==> config.mk <==
export PLATFORM = sky130hd
export DESIGN_NAME = spi_mem_slave
export DESIGN_NICKNAME = d
export VERILOG_FILES = /design/src/rtl/spi_pkg.sv /design/src/rtl/spi_mem_array.sv /design/src/rtl/spi_mem_slave.sv
export SDC_FILE = /design/constraint.sdc
export NUM_CORES = 1
export LEC_CHECK = 0
export ABC_CLOCK_PERIOD_IN_PS = 3150
export CAP_MARGIN = 5
export CORE_AREA = 2 2 194 272
export DETAILED_ROUTE_END_ITERATION = 10
export DIE_AREA = 0 0 196 274
export HOLD_SLACK_MARGIN = 0.15
export PLACE_DENSITY = 0.41
export SETUP_SLACK_MARGIN = 0.3
export SLEW_MARGIN = 5
export SYNTH_ARGS = -nofsm -noshare
export SYNTH_HDL_FRONTEND = slang
export SYNTH_SLANG_ARGS = --single-unit
export TNS_END_PERCENT = 50
==> constraint.sdc <==
create_clock -name clk -period 3.15 [get_ports clk]
set_input_delay 0.315 -clock clk [delete_from_list [all_inputs] [get_ports clk]]
set_output_delay 0.315 -clock clk [all_outputs]
set_load 0.02 [all_outputs]
==> src/rtl/spi_pkg.sv <==
`default_nettype none
// +----------------------------------------------------------------------+
// | spi_pkg : shared types and frame constants for the SPI memory slave  |
// | Rev 1.0 - initial release                                            |
// +----------------------------------------------------------------------+
package spi_pkg;

  localparam int WR_FRAME_BITS = 17;
  localparam int RD_FRAME_BITS = 9;
  localparam int DATA_W        = 8;
  localparam int ADDR_W        = 8;

  typedef enum logic [2:0] {
    IDLE      = 3'd0,
    ARM       = 3'd1,
    RX        = 3'd2,
    WR_COMMIT = 3'd3,
    RD_WAIT   = 3'd4,
    RD_READY  = 3'd5,
    TX        = 3'd6,
    DRAIN     = 3'd7
  } spi_state_e;

  function automatic logic addr_in_range(input logic [ADDR_W-1:0] addr, input int depth);
    return ({24'd0, addr} < depth);
  endfunction

endpackage
`default_nettype wire

==> src/rtl/spi_mem_array.sv <==
`default_nettype none
// +----------------------------------------------------------------------+
// | spi_mem_array : MEM_DEPTH x 8 storage, sync write, comb read         |
// | Rev 1.0 - initial release                                            |
// +----------------------------------------------------------------------+
module spi_mem_array
  import spi_pkg::*;
#(
  parameter int MEM_DEPTH = 32,
  parameter int IDX_W     = 5
) (
  input  logic              clk,
  input  logic              rst,
  input  logic              we,
  input  logic [IDX_W-1:0]  waddr,
  input  logic [DATA_W-1:0] wdata,
  input  logic [IDX_W-1:0]  raddr,
  output logic [DATA_W-1:0] rdata
);

  logic [DATA_W-1:0] r_mem [0:MEM_DEPTH-1];

  always_ff @(posedge clk) begin
    if (rst) begin
      for (int i = 0; i < MEM_DEPTH; i++) begin
        r_mem[i] <= '0;
      end
    end else if (we) begin
      r_mem[waddr] <= wdata;
    end
  end

  assign rdata = r_mem[raddr];

endmodule
`default_nettype wire

==> src/rtl/spi_mem_slave.sv <==
`default_nettype none
// +----------------------------------------------------------------------+
// | spi_mem_slave : clk-synchronous SPI slave fronting a small byte store |
// | Rev 1.0 - initial release                                            |
// +----------------------------------------------------------------------+
module spi_mem_slave
  import spi_pkg::*;
#(
  parameter int MEM_DEPTH = 32,
  parameter int RD_DELAY  = 2
) (
  input  logic clk,
  input  logic rst,
  input  logic cs,
  input  logic mosi,
  output logic miso,
  output logic ready,
  output logic op_done,
  output logic err
);

  localparam int         c_IDX_W    = (MEM_DEPTH > 1) ? $clog2(MEM_DEPTH) : 1;
  localparam logic [4:0] c_RD_LAST  = 5'(RD_FRAME_BITS - 1);
  localparam logic [4:0] c_WR_LAST  = 5'(WR_FRAME_BITS - 1);
  localparam logic [3:0] c_RD_DELAY = 4'(RD_DELAY);

  spi_state_e                 r_state, n_state;
  logic [4:0]                 r_bit_cnt, n_bit_cnt;
  logic [WR_FRAME_BITS-1:0]   r_shift, n_shift;
  logic [DATA_W-1:0]          r_rdata, n_rdata;
  logic [3:0]                 r_dcnt, n_dcnt;
  logic                       r_cs_seen, n_cs_seen;
  logic                       r_err, n_err;

  logic [ADDR_W-1:0]          w_rd_addr;
  logic [ADDR_W-1:0]          w_wr_addr;
  logic [DATA_W-1:0]          w_wr_data;
  logic [DATA_W-1:0]          w_mem_rdata;
  logic                       w_mem_we;

  // Read address completes on the edge that samples bit 8, so take it from mosi directly
  assign w_rd_addr = {mosi, r_shift[7:1]};
  assign w_wr_addr = r_shift[8:1];
  assign w_wr_data = r_shift[16:9];
  assign w_mem_we  = (r_state == WR_COMMIT) && addr_in_range(w_wr_addr, MEM_DEPTH);

  spi_mem_array #(
    .MEM_DEPTH (MEM_DEPTH),
    .IDX_W     (c_IDX_W)
  ) u_mem (
    .clk   (clk),
    .rst   (rst),
    .we    (w_mem_we),
    .waddr (w_wr_addr[c_IDX_W-1:0]),
    .wdata (w_wr_data),
    .raddr (w_rd_addr[c_IDX_W-1:0]),
    .rdata (w_mem_rdata)
  );

  always_ff @(posedge clk) begin
    if (rst) begin
      r_state   <= IDLE;
      r_bit_cnt <= '0;
      r_shift   <= '0;
      r_rdata   <= '0;
      r_dcnt    <= '0;
      r_cs_seen <= 1'b0;
      r_err     <= 1'b0;
    end else begin
      r_state   <= n_state;
      r_bit_cnt <= n_bit_cnt;
      r_shift   <= n_shift;
      r_rdata   <= n_rdata;
      r_dcnt    <= n_dcnt;
      r_cs_seen <= n_cs_seen;
      r_err     <= n_err;
    end
  end

  always_comb begin
    n_state   = r_state;
    n_bit_cnt = r_bit_cnt;
    n_shift   = r_shift;
    n_rdata   = r_rdata;
    n_dcnt    = r_dcnt;
    n_cs_seen = r_cs_seen;
    n_err     = 1'b0;
    case (r_state)
      IDLE: begin
        if (!cs) begin
          n_state   = ARM;
          n_bit_cnt = '0;
          n_shift   = '0;
        end
      end
      ARM: begin
        if (cs) begin
          n_err   = 1'b1;
          n_shift = '0;
          n_state = IDLE;
        end else begin
          n_shift[0] = mosi;
          n_bit_cnt  = 5'd1;
          n_state    = RX;
        end
      end
      RX: begin
        if (cs) begin
          n_err     = 1'b1;
          n_shift   = '0;
          n_bit_cnt = '0;
          n_state   = IDLE;
        end else begin
          n_shift[r_bit_cnt] = mosi;
          n_bit_cnt          = r_bit_cnt + 5'd1;
          if (!r_shift[0] && r_bit_cnt == c_RD_LAST) begin
            n_state   = RD_WAIT;
            n_bit_cnt = '0;
            n_cs_seen = 1'b0;
            n_dcnt    = '0;
            n_rdata   = addr_in_range(w_rd_addr, MEM_DEPTH) ? w_mem_rdata : '0;
            n_err     = !addr_in_range(w_rd_addr, MEM_DEPTH);
          end else if (r_shift[0] && r_bit_cnt == c_WR_LAST) begin
            n_state   = WR_COMMIT;
            n_bit_cnt = '0;
            n_err     = !addr_in_range(w_wr_addr, MEM_DEPTH);
          end
        end
      end
      WR_COMMIT: n_state = DRAIN;
      DRAIN: begin
        if (cs) n_state = IDLE;
      end
      RD_WAIT: begin
        // Once cs is seen high the delay runs regardless of cs
        if (!r_cs_seen) begin
          if (cs) begin
            if (c_RD_DELAY == 4'd0) begin
              n_state = RD_READY;
            end else begin
              n_cs_seen = 1'b1;
              n_dcnt    = 4'd1;
            end
          end
        end else if (r_dcnt == c_RD_DELAY) begin
          n_state = RD_READY;
        end else begin
          n_dcnt = r_dcnt + 4'd1;
        end
      end
      RD_READY: begin
        n_state   = TX;
        n_bit_cnt = '0;
      end
      TX: begin
        n_bit_cnt = r_bit_cnt + 5'd1;
        if (r_bit_cnt == 5'd7) begin
          n_state   = IDLE;
          n_bit_cnt = '0;
        end
      end
      default: n_state = IDLE;
    endcase
  end

  assign miso    = (r_state == TX) ? r_rdata[r_bit_cnt[2:0]] : 1'b0;
  assign ready   = (r_state == RD_READY);
  assign op_done = (r_state == WR_COMMIT);
  assign err     = r_err;

endmodule
`default_nettype wire
==> flow_summary.toml, run 1 <==
[synthesis]
primary_flip_flop_cell_chosen_by_synthesis_mapping = "sky130_fd_sc_hd__edfxtp_1"
post_synthesis_net_count = 1067
synth_top_cells_by_count = "sky130_fd_sc_hd__and2_1, sky130_fd_sc_hd__edfxtp_1, sky130_fd_sc_hd__mux4_2"
syn-instance-count = 1057
post_synth_edffs = 256
netlist-cell-type-count = 62
ys_top_cells_by_area = "sky130_fd_sc_hd__edfxtp_1, sky130_fd_sc_hd__and2_1, sky130_fd_sc_hd__mux4_2, sky130_fd_sc_hd__dfxtp_1, sky130_fd_sc_hd__mux2i_1"
post-synth-top-area-cell = "sky130_fd_sc_hd__edfxtp_1"
portion_of_synthesized_cell_area_occupied_by_the_leading_cell_type_pct = 54.0
synthMostInstantiatedCell = "sky130_fd_sc_hd__and2_1"
per_instance_average_area_after_synthesis_sq_um = 13.5
syn_area_sq_um = 14200
ys_seq_area_share_pct = 60.2
synth-async-reset-ratio_pct = 0
ys.warnings.count = 0
ys_ff_latch = 300

[timing]
fin_worst_hold_slack_ns = 0.419
finalCritPeriodShare_pct = 87.9
maxClockFrequency_mhz = 361
layout_min_cycle_time_ns = 2.77
rsz_0062_raised_after_global_routing = "true"
timing.final.max_slew_violations = 0
fin_tns_setup_ns = 0
finalSetupViolCount = 0
slew_headroom_pct = 33.3
worst_setup_skew_after_layout_ns = 0.0276
postLayoutSetupSlackWorst_ns = 0.382
hold_violations = 0
tightestPinTransition_ns = 1.00

[setup_path]
cp.arrival_ns = 2.45
setup.worst_path.class = "register to output port"
critPathTopFamily = "multiplexers"
setup_slack_of_the_worst_register_to_register_path_ns = 0.49
reg2reg_from = "r_shift[6]$_SDFFE_PP0N_"
crit_path_max_fanout = 9
required_arrival_time_at_the_worst_endpoint_ns = 2.83
critical_path.endpoint_type = "output port"
critical_path.n_buffers_inverters = 2
worst_path_largest_cell_delay_ns = 0.54
r2r-end = "u_mem.r_mem[8][3]$_SDFFCE_PN0P_"
worst-r2r-cell-count = 5
ordered_list_of_cells_on_the_worst_path = "buf_4, mux4_2, mux2i_2, nor2_1, clkdlybuf4s50_1"
critPathCapture = "miso"
startpoint = "r_bit_cnt[0]$_SDFFE_PP0P_"
worstSetupPathDepth = 5
critPathLaunchType = "register"
slowest_stage = "sky130_fd_sc_hd__mux4_2"

[die]
rows = 99
chipWidth_um = 196
core_area_sq_um = 51500
fp.dieArea_sq_um = 53700
start_util_pct = 27.6
num_io_pins = 8
y_dimension_of_the_die_um = 274

[final_layout]
insertedDiodeCount = 0
fin_area_sq_um = 16200
final_layout_size_suffix_gt1_share_pct = 20.4
postLayoutCoreUtil_pct = 31.5
layout.nets = 1080
area_delta_synth_final_pct = 13.9

[run]
drv.max_cap_violation_count = 0

[outcome]
status = "completed"

[place]
detailedPlace.worstSlack_ns = 0.459
gp_congestion = 0.794
port-buffer-count = 7
place.detailed.hpwl_mm = 26.9
dpl-instance-area_sq_um = 15200

[global_routing]
number_of_global_route_vias_before_repair = 8573
grtUsageTotal_pct = 15.0
number_of_antenna_violations_at_the_first_check_in_global_routing = 0
grt_start_max_net_pins = 67
overflow_left_after_global_routing = 0
grt_first_pass_wirelength_mm = 58.6

[route]
drt.antenna.violating_nets = 0
total_via_count_after_detailed_routing = 8275
drc_errors = 0
drt_pass1_iterations = 5
avgRoutedWirePerCell_um = 22.7
drt_iter0_markers = 512
routed_wl_mm = 39.7
detail_route.vias_per_cell = 4.73

[pwr]
p_leak_nw = 5.41
cellPowerDensity_nw_per_um2 = 550
vdd.ir_drop.worst_mv = 0.369

[cts]
clock_tree_root_buffer_cell = "sky130_fd_sc_hd__clkbuf_16"
cts_max_path_buffers = 3
worstSkewPairLatency_ns = 0.58
post_cts.repair.setup_buffers = 0
cts_num_sinks = 300
cts_max_level = 1
ctsHoldBuffers = 0
worst_setup_hold_path_clk_slew_ns = 0.07
cts_buffers = 30
tritoncts = "built"

[worst_hold_path]
hold_class = "input port to register"
min-delay-start = "rst"
[worst reg2reg max path: cells and delay by family, from the launching register on]
kind | cells | cell delay, ns
and+or+nand+nor | 5 | 2.01
DFF | 1 | 0.32
[how the worst min path moves through the flow]
stage	cells after the start	slack, ns	to
2_1_floorplan	2	0.45	r_dcnt[3]$_SDFFE_PP0P_
3_3_place_gp	2	0.47	r_dcnt[3]$_SDFFE_PP0P_
6_report	3	0.42	r_dcnt[0]$_SDFFE_PP0P_
5_1_grt	3	0.46	r_dcnt[0]$_SDFFE_PP0P_
4_1_cts	3	0.40	r_dcnt[0]$_SDFFE_PP0P_
3_5_place_dp	2	0.48	r_dcnt[3]$_SDFFE_PP0P_
[cell type report]
cell class	count	area (sq um)
multi-input combinational	674	5320
inverter	7	26.3
fill	5172	35300
clock buffer	35	769
sequential	300	8580
timing repair buffer	57	465
clock inverter	19	229
tap	656	821
[metal layers]
metal / up-vias / GRT usage [%] / part of all wire [%]
li1: 3901 / - / -
met1: 4162 / 17.0 / 39
met2: 142 / 28.7 / 55
met3: 70 / 1.56 / 2.8
met4: 0 / 5.62 / 3.5
met5: - / 0 / 0
[cell families (layout without fill, tap and decap cells)]
logic type | count (synthesis) | after routing | share of synthesized area, %
compound gates | 102 | 102 | 4.78
buf+inv | 83 | 118 | 2.53
simple gates | 467 | 467 | 19.5
fa+ha+maj | 6 | 6 | 0.527
xor+xnor | 3 | 3 | 0.185
flops | 300 | 300 | 60.2
mux | 96 | 96 | 12.3
[cell usage in the layout (no fill, tap or decap), drive strengths merged, types with 6 or more instances in the layout]
master,n
nand2,44
or2,32
nand3,19
mux2,6
mux4,63
and3b,6
edfxtp,256
o21ai,14
nor2,55
nand3b,10
mux2i,27
and2,260
clkdlybuf4s50,6
nor2b,7
ha,6
inv,8
clkbuf,35
a21oi,37
buf,51
a22o,7
clkinv,12
o2111ai,12
dfxtp,44
[repair_timing]
action | 4_1_cts | 5_1_grt
resized for setup | 0 | 3
setup endpoints to repair | 0 | 9
endpoints found under the hold margin | 0 | 0
[registers in the layout, indices dropped and copies added, names as in the netlist, named ones only]
register / cells
err: 1
u_mem.r_mem: 256
r_rdata: 8
r_dcnt: 4
r_bit_cnt: 5
r_state: 3
r_shift: 17
r_cs_seen: 1
[where the power goes]
group          total (mW)  internal, mW  switching [mW]
registers            4.54          4.47          0.0657
logic               0.638         0.230           0.408
clock network        3.74          2.15            1.58
total                8.91          6.85            2.06
[stage by stage]
step                total power [mW]  instances
floorplan                       5.06       1057
global placement                5.27       1694
detailed placement              5.27       1694
CTS                             9.03       1748
global route                    9.22       1748
finish                          8.91       1748
No activity file was read; power rests on OpenSTA's default activity.
==> run 2: changes to the inputs <==
Settings changed: CAP_MARGIN 5 to 20, TNS_END_PERCENT 50 to 10.
==> run 2 against run 1 <==
Cell count hardly changed. Largest power group unchanged. Clock power hardly changed. Register-to-register slack worse by 0.05 ns. Fmax decreased by 0.26%. Via count barely moved. Sequential power barely moved. Routed wire length about the same. Critical path depth stayed put. Worst hold slack worse by 0.0086 ns. Global-route usage unchanged. Clock skew grew 0.00084 ns.
==> flow_summary.toml, run 2 (same netlist as run 1, synthesis figures left out) <==
[timing]
tightestPinTransition_ns = 0.980
slew_headroom_pct = 34.7
hold_violations = 0
layout_min_cycle_time_ns = 2.78
finalSetupViolCount = 0
rsz_0062_raised_after_global_routing = "true"
maxClockFrequency_mhz = 360
finalCritPeriodShare_pct = 88.1
fin_tns_setup_ns = 0
worst_setup_skew_after_layout_ns = 0.0285
timing.final.max_slew_violations = 0

[die]
y_dimension_of_the_die_um = 274
fp.dieArea_sq_um = 53700
chipWidth_um = 196
core_area_sq_um = 51500
rows = 99
num_io_pins = 8
start_util_pct = 27.6

[pwr]
cell_internal_pwr_mw = 6.85
power_switching_mw = 2.06
part_of_the_total_power_dissipated_in_the_clock_network_pct = 41.9
share_seq_of_total_power_pct = 50.9
pwr-share-comb_pct = 7.2
p_leak_nw = 5.41
cellPowerDensity_nw_per_um2 = 549
vdd.ir_drop.worst_mv = 0.373
sw_frac_of_total_pct = 23.1

[global_routing]
grt_first_pass_wirelength_mm = 58.6
number_of_antenna_violations_at_the_first_check_in_global_routing = 0
grtUsageTotal_pct = 15.0
overflow_left_after_global_routing = 0
number_of_global_route_vias_before_repair = 8573
grt_start_max_net_pins = 67

[route]
total_via_count_after_detailed_routing = 8282
drt_iter0_markers = 493
routed_wl_mm = 39.8
drt_pass1_iterations = 5
avgRoutedWirePerCell_um = 22.7
drc_errors = 0
drt.antenna.violating_nets = 0
detail_route.vias_per_cell = 4.74

[final_layout]
postLayoutCoreUtil_pct = 31.5
largest_register_ff_count = 256
final_layout_size_suffix_gt1_share_pct = 20.3
area_delta_synth_final_pct = 13.9
final_cell_mix = "sky130_fd_sc_hd__and2_1, sky130_fd_sc_hd__edfxtp_1, sky130_fd_sc_hd__mux4_2"
layout.nets = 1080
registers.top_by_ff_count = "u_mem.r_mem"
largestRegisters = "u_mem.r_mem (256), r_shift (17), r_rdata (8)"
fin_area_sq_um = 16200
mostFrequentLayoutCell = "sky130_fd_sc_hd__and2_1"

[cts]
cts_max_path_buffers = 3
worst_setup_hold_path_clk_slew_ns = 0.07
cts_max_level = 1
cts_num_sinks = 300
worstSkewPairLatency_ns = 0.59
clock_tree_root_buffer_cell = "sky130_fd_sc_hd__clkbuf_16"
cts_buffers = 30
tritoncts = "built"

[setup_path]
critical_path.n_buffers_inverters = 2
cp.arrival_ns = 2.46
worst_path_largest_cell_delay_ns = 0.55
ordered_list_of_cells_on_the_worst_path = "buf_4, mux4_2, mux2i_2, nor2_1, clkdlybuf4s50_1"
critical_path.endpoint_type = "output port"
critPathLaunchType = "register"
slowest_stage = "sky130_fd_sc_hd__mux4_2"
setup.worst_path.class = "register to output port"
crit_path_max_fanout = 9
required_arrival_time_at_the_worst_endpoint_ns = 2.83
critPathTopFamily = "multiplexers"

[place]
port-buffer-count = 7
gp_congestion = 0.794
dpl-instance-area_sq_um = 15200
place.detailed.hpwl_mm = 26.9

[outcome]
status = "completed"

[worst_hold_path]
hold_class = "input port to register"

[run]
drv.max_cap_violation_count = 0
-- run 2: cell count changes in the layout (fill, tap and decap cells not counted), sizes merged --
cell	change
diode	+1
-- run 2: final timing paths --
path | from | end | depth (start not counted) | slack (ns)
max | r_bit_cnt[0]$_SDFFE_PP0P_ | miso | 5 | 0.37
min | rst | r_dcnt[0]$_SDFFE_PP0P_ | 3 | 0.41
min reg2reg | r_dcnt[3]$_SDFFE_PP0P_ | r_dcnt[3]$_SDFFE_PP0P_ | 2 | 0.49
max reg2reg | r_shift[6]$_SDFFE_PP0N_ | u_mem.r_mem[8][3]$_SDFFCE_PN0P_ | 5 | 0.44
-- run 2: cell type report --
type | instances | area (sq um)
Timing Repair Buffer | 57 | 465
Inverter | 7 | 26.3
Clock buffer | 35 | 769
Fill cell | 5171 | 35300
Antenna cell | 1 | 2.50
Clock inverter | 19 | 229
Sequential cell | 300 | 8580
Multi-Input combinational cell | 674 | 5320
Tap cell | 656 | 821
-- run 2: metal layers --
metal	share of wire, %	global-route usage (%)	vias up	wire [um]
met3	2.5	1.56	68	1010
met2	54	28.7	128	21600
met4	3.4	5.62	0	1370
met5	0	0	-	0
li1	-	-	3903	-
met1	40	17.0	4183	15800
-- run 2: worst min-delay path, stage by stage --
cell and delay [ns]:
sky130_fd_sc_hd__buf_2 0.11, sky130_fd_sc_hd__buf_4 0.35, sky130_fd_sc_hd__nor2_1 0.17
-- run 2: power by group through the flow --
stage | Combinational, mW | Sequential (mW) | Clock [mW]
floorplan | 0.467 | 4.59 | 0
global placement | 0.647 | 4.62 | 0
detailed placement | 0.648 | 4.62 | 0
CTS | 0.651 | 4.54 | 3.83
global route | 0.701 | 4.55 | 3.96
finish | 0.640 | 4.54 | 3.73
-- run 2: through the flow --
| stage | hold slack [ns] | worst slack, ns | cells | power, mW |
|---|---|---|---|---|
| floorplan | 0.453 | 0.821 | 1057 | 5.06 |
| global placement | 0.472 | 0.580 | 1694 | 5.27 |
| detailed placement | 0.478 | 0.459 | 1694 | 5.27 |
| finish | 0.411 | 0.375 | 1749 | 8.91 |
| CTS | 0.400 | 0.343 | 1748 | 9.03 |
| global route | 0.456 | 0.290 | 1748 | 9.22 |
-- run 2: repair_timing --
| item | 4_1_cts | 5_1_grt |
|---|---|---|
| resized for setup | 0 | 2 |
| hold buffers | 0 | 0 |
| buffers inserted | 0 | 0 |
| setup endpoints to repair | 0 | 9 |
| hold endpoints to repair | 0 | 0 |
